## config.mk

```make
export PLATFORM = sky130hd
export DESIGN_NAME = bin_to_bcd_seq
export DESIGN_NICKNAME = d
export VERILOG_FILES = /design/src/rtl/bin_to_bcd_seq.sv
export SDC_FILE = /design/constraint.sdc
export NUM_CORES = 1
export LEC_CHECK = 0
export BUFFER_PORTS_ARGS = -buffer_cell sky130_fd_sc_hd__buf_2
export CAP_MARGIN = 15
export CORE_ASPECT_RATIO = 1.75
export CORE_UTILIZATION = 46
export CTS_BUF_LIST = sky130_fd_sc_hd__clkbuf_4 sky130_fd_sc_hd__clkbuf_8
export DETAILED_ROUTE_END_ITERATION = 6
export PLACE_DENSITY_LB_ADDON = 0.05
export SKIP_CTS_REPAIR_TIMING = 1
export SLEW_MARGIN = 5
export SYNTH_ARGS = -nofsm -noshare
export SYNTH_HDL_FRONTEND = slang
export SYNTH_SLANG_ARGS = --single-unit
```

## constraint.sdc

```tcl
create_clock -name clock -period 1.9 [get_ports clock]
set_clock_uncertainty 0.1 [all_clocks]
set_input_delay 0.285 -clock clock [delete_from_list [all_inputs] [get_ports clock]]
set_output_delay 0.285 -clock clock [all_outputs]
set_load 0.01 [all_outputs]
```

## src/rtl/bin_to_bcd_seq.sv

```systemverilog
// bin_to_bcd_seq: sequential double-dabble converter, one input bit per clock.
// Ports: clock/reset (async, active-high); start, bin_i in; busy, done,
//   overflow, thousands_o/hundreds_o/tens_o/ones_o (registered BCD) out.
// Optional macro BCD_SATURATE_EN: overflowed results display as 9999.
module bin_to_bcd_seq #(
    parameter int BIN_W = 14
) (
    input  logic             clock,
    input  logic             reset,
    input  logic             start,
    input  logic [BIN_W-1:0] bin_i,
    output logic             busy,
    output logic             done,
    output logic             overflow,
    output logic [3:0]       thousands_o,
    output logic [3:0]       hundreds_o,
    output logic [3:0]       tens_o,
    output logic [3:0]       ones_o
);

    localparam int CNT_W = $clog2(BIN_W + 1);

    typedef enum logic {
        IDLE,
        SHIFT
    } state_t;

    state_t           state;
    logic [19:0]      acc;
    logic [BIN_W-1:0] bin_sr;
    logic [CNT_W-1:0] cnt;

    logic [19:0]      adj;
    logic [19:0]      acc_nxt;
    logic [BIN_W-1:0] bin_nxt;
    logic             ovf_nxt;
    logic             unused_msb;

    // Add-3 correction on every digit that would exceed 9 after doubling.
    always_comb begin
        adj = acc;
        for (int d = 0; d < 5; d++) begin
            if (acc[4*d +: 4] >= 4'd5) begin
                adj[4*d +: 4] = acc[4*d +: 4] + 4'd3;
            end
        end
    end

    // Ten-thousands digit never reaches 8 for BIN_W <= 16, so its MSB
    // is always zero before the shift and can be dropped.
    assign unused_msb = adj[19];
    assign acc_nxt    = {adj[18:0], bin_sr[BIN_W-1]};
    assign bin_nxt    = {bin_sr[BIN_W-2:0], 1'b0};
    assign ovf_nxt    = (acc_nxt[19:16] != 4'd0);

    always_ff @(posedge clock or posedge reset) begin
        if (reset) begin
            state       <= IDLE;
            acc         <= '0;
            bin_sr      <= '0;
            cnt         <= '0;
            busy        <= 1'b0;
            done        <= 1'b0;
            overflow    <= 1'b0;
            thousands_o <= 4'd0;
            hundreds_o  <= 4'd0;
            tens_o      <= 4'd0;
            ones_o      <= 4'd0;
        end else begin
            done <= 1'b0;
            unique case (state)
                IDLE: begin
                    if (start) begin
                        acc    <= '0;
                        bin_sr <= bin_i;
                        cnt    <= '0;
                        busy   <= 1'b1;
                        state  <= SHIFT;
                    end
                end
                SHIFT: begin
                    acc    <= acc_nxt;
                    bin_sr <= bin_nxt;
                    cnt    <= cnt + CNT_W'(1);
                    if (cnt == CNT_W'(BIN_W - 1)) begin
                        busy     <= 1'b0;
                        done     <= 1'b1;
                        overflow <= ovf_nxt;
                        state    <= IDLE;
`ifdef BCD_SATURATE_EN
                        if (ovf_nxt) begin
                            thousands_o <= 4'd9;
                            hundreds_o  <= 4'd9;
                            tens_o      <= 4'd9;
                            ones_o      <= 4'd9;
                        end else begin
                            thousands_o <= acc_nxt[15:12];
                            hundreds_o  <= acc_nxt[11:8];
                            tens_o      <= acc_nxt[7:4];
                            ones_o      <= acc_nxt[3:0];
                        end
`else
                        thousands_o <= acc_nxt[15:12];
                        hundreds_o  <= acc_nxt[11:8];
                        tens_o      <= acc_nxt[7:4];
                        ones_o      <= acc_nxt[3:0];
`endif
                    end
                end
                default: state <= IDLE;
            endcase
        end
    end

endmodule
```

# [Word-level counts from Yosys, hierarchy flattened]
# Index checks and enable logic that the tools add are counted.
[op_classes] eq_ne=3 reduce_logical=3 mux=19 magnitude_cmp=5 addsub=6 n_bitwise=1
[op_table] operator="$pmux 20 s2" n=1
[op_table] operator="$pmux 14 s2" n=1
[op_table] operator="$ge 4x3->1 const B" n=5
[op_table] operator="$mux 20" n=1
[op_table] operator="$mux 4" n=5
[op_table] operator="$add 4x2->4 const B" n=4
[op_table] operator="$mux 14" n=1
[op_table] operator="$pmux 4 s2" n=1
[op_table] operator="$mux 1" n=6
[op_table] operator="$add 4x1->4 const B" n=1
[op_table] operator="$eq 4x4->1 const B" n=1
[op_table] operator="$pmux 1 s2" n=2
[op_table] operator="$reduce_and 2->1" n=2
[op_table] operator="$reduce_bool 4->1" n=1
[op_table] operator="$add 3x2->3 const B" n=1
[op_table] operator="$mux 3" n=1
[op_table] operator="$ne 2x1->1 const B" n=1
[op_table] operator="$ne 2x2->1 const B" n=1
[op_table] operator="$not 1->1" n=1
[word_totals] inputBits=17 output_inout_bits=19 word_cells=48 register_bits=58

# [Logic depth before layout (Yosys ltp)]
[depth] ltp_word=3 mapped_depth=6 mapped_depth_nobuf=6

# [Worst setup path before layout]
# No wires, ideal clock.
[synth_path] path_type="flip-flop to flip-flop" start="reg acc[12]" end="reg acc[14]" t_required_ns=1.717 synth_period_minus_slack_ns=1.611 path_slack_ns=0.289 n_path_buf=0 stages_incl_launch_ff=7 setup_time_ns=0.083 t_arrival_ns=1.428 path_cell_list="dfrtp_1 > inv_1 > ha_1 > nand2b_1 > a21oi_1 > mux2_2 > o22ai_1"
[synth_between] elab_chain_len=3 elab_cells_between_ends=4 cone_classes="add/sub (1); order compare (1); mux (2)"
[synth_rtl] item="start, declared" line="29" text="logic [19:0] acc;"
[synth_rtl] item="start signal, assigned" line="82" text="acc <= acc_nxt;"
[synth_rtl] item="$add 4x2->4 / $ge 4x3->1 (equally long branches)" line="44, 43"
[synth_rtl] item="$mux 4 (*)" line="43" text="if (acc[4*d +: 4] >= 4'd5) begin"
[synth_rtl] item="$pmux 20 s2 (*)" line="71" text="unique case (state)"
# Mark *: on every way between the ends. The rest lies on a longest branch, timed or not.
# A chain may end at the register's enable or synchronous reset.

# [Final worst setup path]
[layout_path] start="reg acc[0]" end="reg ones_o[2]"
[layout_between] elab_chain_len=2 elab_cells_between_ends=3 cone_classes="add/sub (1); order compare (1); mux (1)"
[layout_rtl] item="$add 4x2->4 / $ge 4x3->1 (equally long branches)" line="44, 43"
[layout_rtl] item="$mux 4 (*)" line="43"
[layout_rtl] item="end signal, assigned" line="106" text="ones_o <= acc_nxt[3:0];"
[layout_rtl] item="end, declared" line="18" text="output logic [3:0] ones_o"
# Marked as above.

==> summary.md <==
| Metric | Value |
|---|---|
| Crit share post-route | 91.8% |
| Clock buffer count from CTS | 9 |
| Share of cells above drive strength 1 | 22.6% |
| 1st-pass router iterations | 4 |
| Worst Hold Class | primary input to flop |
| Tot Pwr | 5.35 mW |
| Gate Count Post-Synth | 279 |
| CP arrival | 1.89 ns |
| Grt met3 use | 6.44% |
| Setup TNS | 0 ns |
| CTS tree | done |
| Final setup fails | 0 |
| Setup repair after global routing missed its margin | false |
| Met2 usage | 29.9% |
| Grt ovf | 0 |
| Yosys reg bits | 58 |
| Synthesized area | 2760 µm² |
| Inserted Diodes | 0 |
| Hpwl dp | 3780 µm |
| Worst setup EP type | flop |
| R2R cell count | 6 |
| Routability cong. | 0.798 |
| Worst slew margin | 69.0% |
| WL per Instance | 12.9 µm |
| Most Used Layer, Global Route | met2 |
| Nets | 351 |
| Core footprint | 5830 µm² |
| Initial DRC count | 101 |
| Max-slew violation count | 0 |
| Clock latency on the worst-skew pair | 0.34 ns |
| Io pins | 36 |
| Hold_sp | bin_i[0] |
| P per Cell Area | 1640 nW/µm² |
| Hold endpoint | bin_sr[0] |
| Endpoints failing hold | 0 |
| Die Width | 60.6 µm |
| Fillers | 566 |
| Vias/cell | 5.08 |
| PortBufs | 35 |
| Routed Antenna Nets | 0 |
| CP Data Required Time | 2.05 ns |
| Measured slew at the worst slew-check pin | 0.465 ns |
| Synth unique cells | 29 |
| Critical Path Fanout Max | 3 |
| DRT Wirelength | 5210 µm |
| Reg2reg start | acc[0] |
| DP Area | 3070 µm² |
| Antenna violations before repair | 0 |
| Met1 track demand over resource | 23.9% |
| Final Critical Period | 1.74 ns |
| Total number of vias | 2059 |
| First-pass GRT wire length | 9120 µm |
| Ys Warns | 0 |
| Aggregate global-route resource usage | 19.7% |
| Max Clk Rate | 573 MHz |
| CP startpoint kind | flop |
| Reg-to-Reg End | ones_o[2] |
| Root Driver | clkbuf_8 |
| Maxcap violations | 0 |
| P&R area growth vs syn | 18.2% |
| Fin area | 3270 µm² |
| DR DRC count | 0 |
| Lkg Pwr | 1.56 nW |
| Die area | 6330 µm² |
| CTS sink count | 58 |
| Rows | 37 |
| Maximum vdd drop | 0.000750 V |
| Initial core utilization | 47.4% |
| Largest net degree at the start of global routing | 32 |
| Cell count of the worst hold path | 3 |
| Mapped Nets | 308 |
| Type of the worst setup path | flop to flop |
| Clock-pin slew on the worst setup and hold paths | 0.06 ns |
| Setup slack, reg-to-reg | 0.16 ns |
| Avg Synthesized Cell Area | 9.91 µm² |
| Longest Clk Path Bufs | 2 |
| Status | finished, final reports clean |
| CTS H-tree lvls | 3 |
| Number of global-route vias before repair | 2017 |
| Die height | 105 µm |
| Seq/Total Area, Yosys | 52.5% |
==> cell usage after synthesis <==
cell type / instances / area (µm²)
mux2_2: 4 / 45.0
clkbuf_1: 5 / 18.8
dfrtp_1: 58 / 1450
nand4_2: 1 / 12.5
o21ai_2: 1 / 8.76
ha_1: 12 / 150
nor3b_1: 7 / 52.6
a2111oi_2: 1 / 15.0
o21ai_0: 37 / 185
nand3_1: 1 / 5.00
inv_1: 13 / 48.8
nand2_1: 56 / 210
xnor2_1: 5 / 43.8
a21oi_1: 13 / 65.1
nor3_1: 1 / 5.00
nor3b_2: 1 / 12.5
mux2i_1: 14 / 140
buf_4: 3 / 22.5
inv_2: 1 / 3.75
a31oi_1: 2 / 12.5
o22ai_1: 18 / 113
o21ai_1: 2 / 10.0
o31ai_1: 1 / 7.51
mux2_4: 1 / 15.0
nand4_1: 1 / 6.26
a21oi_2: 1 / 8.76
nand2b_1: 6 / 37.5
buf_2: 7 / 35.0
nor2_1: 6 / 22.5
==> cell usage in the layout (no fill, tap or decap), types with 2 or more instances in the layout <==
master    instances
o21ai_0          37
o22ai_1          18
a31oi_1           2
dfrtp_1          58
buf_2            35
clkinv_2          2
nor3b_1           7
inv_2             2
o21ai_1           2
mux2i_1          14
clkbuf_4          2
mux2_2            4
xnor2_1           5
nand2b_1          6
buf_12            2
ha_1             12
nor2_1            6
nand2_1          56
inv_1            12
a21oi_1          13
clkbuf_8         12
buf_4             9
==> cell families after synthesis <==
family          count (synthesis)  share of synthesized area (%)
simple gates                   80                           13.2
compound gates                 76                           15.4
flops                          58                           52.5
buf+inv                        29                           4.66
mux                            19                           7.24
fa+ha+maj                      12                           5.43
xor+xnor                        5                           1.58
==> flip-flops by register name, summed over array words and instances, names as in the netlist, 4 cells and up <==
name         count
hundreds_o       4
bin_sr          14
cnt              4
ones_o           4
tens_o           4
thousands_o      4
acc             20
==> report_power, final <==
group	internal [mW]	switching [mW]
Clock	0.605	0.456
Combinational	0.992	1.13
Sequential	1.76	0.408
Total	3.36	1.99
==> area by class of cell <==
class	instances	area [µm²]	area share, %
flip-flops and latches	58	1450	44.4
repair buffers	47	293	8.96
clock buffers	14	180	5.51
well taps	78	97.6	2.99
inverters	14	52.6	1.61
multi-input cells	192	1180	36.2
clock inverters	2	10.0	0.306
==> worst max-delay path by stage <==
stage	from	endpoint	slack, ns
after floorplan	reset	acc[0]	0.09
after global placement	acc[0]	ones_o[2]	0.22
after global routing	acc[12]	acc[14]	0.02
after detailed placement	acc[0]	ones_o[2]	0.16
final	acc[0]	ones_o[2]	0.16
after CTS	acc[0]	ones_o[2]	0.15
==> metrics by stage <==
| step | hold slack [ns] | setup slack, ns | utilization, % | cells |
|---|---|---|---|---|
| floorplan | 0.341 | 0.0870 | - | 279 |
| global placement | 0.235 | 0.219 | 52.6 | 388 |
| detailed placement | 0.229 | 0.160 | 52.6 | 388 |
| CTS | -0.137 | 0.151 | 55.9 | 404 |
| global route | 0.0952 | 0.0184 | 56.0 | 405 |
| finish | 0.0883 | 0.155 | 56.0 | 405 |
==> critical path: stages (launching register included) <==
cell,delay (ns)
dfrtp_1,0.39
inv_1,0.12
ha_1,0.21
nand2b_1,0.08
a21oi_1,0.23
mux2_2,0.37
o21ai_0,0.16
==> metal layers <==
| layer | share of wire [%] | vias up | routed length (µm) |
|---|---|---|---|
| met5 | 0 | - | 0 |
| met4 | 1.9 | 0 | 100 |
| met3 | 3.0 | 10 | 157 |
| met2 | 51 | 32 | 2670 |
| met1 | 44 | 974 | 2280 |
| li1 | - | 1043 | - |
No activity file was read; power rests on OpenSTA's default activity.
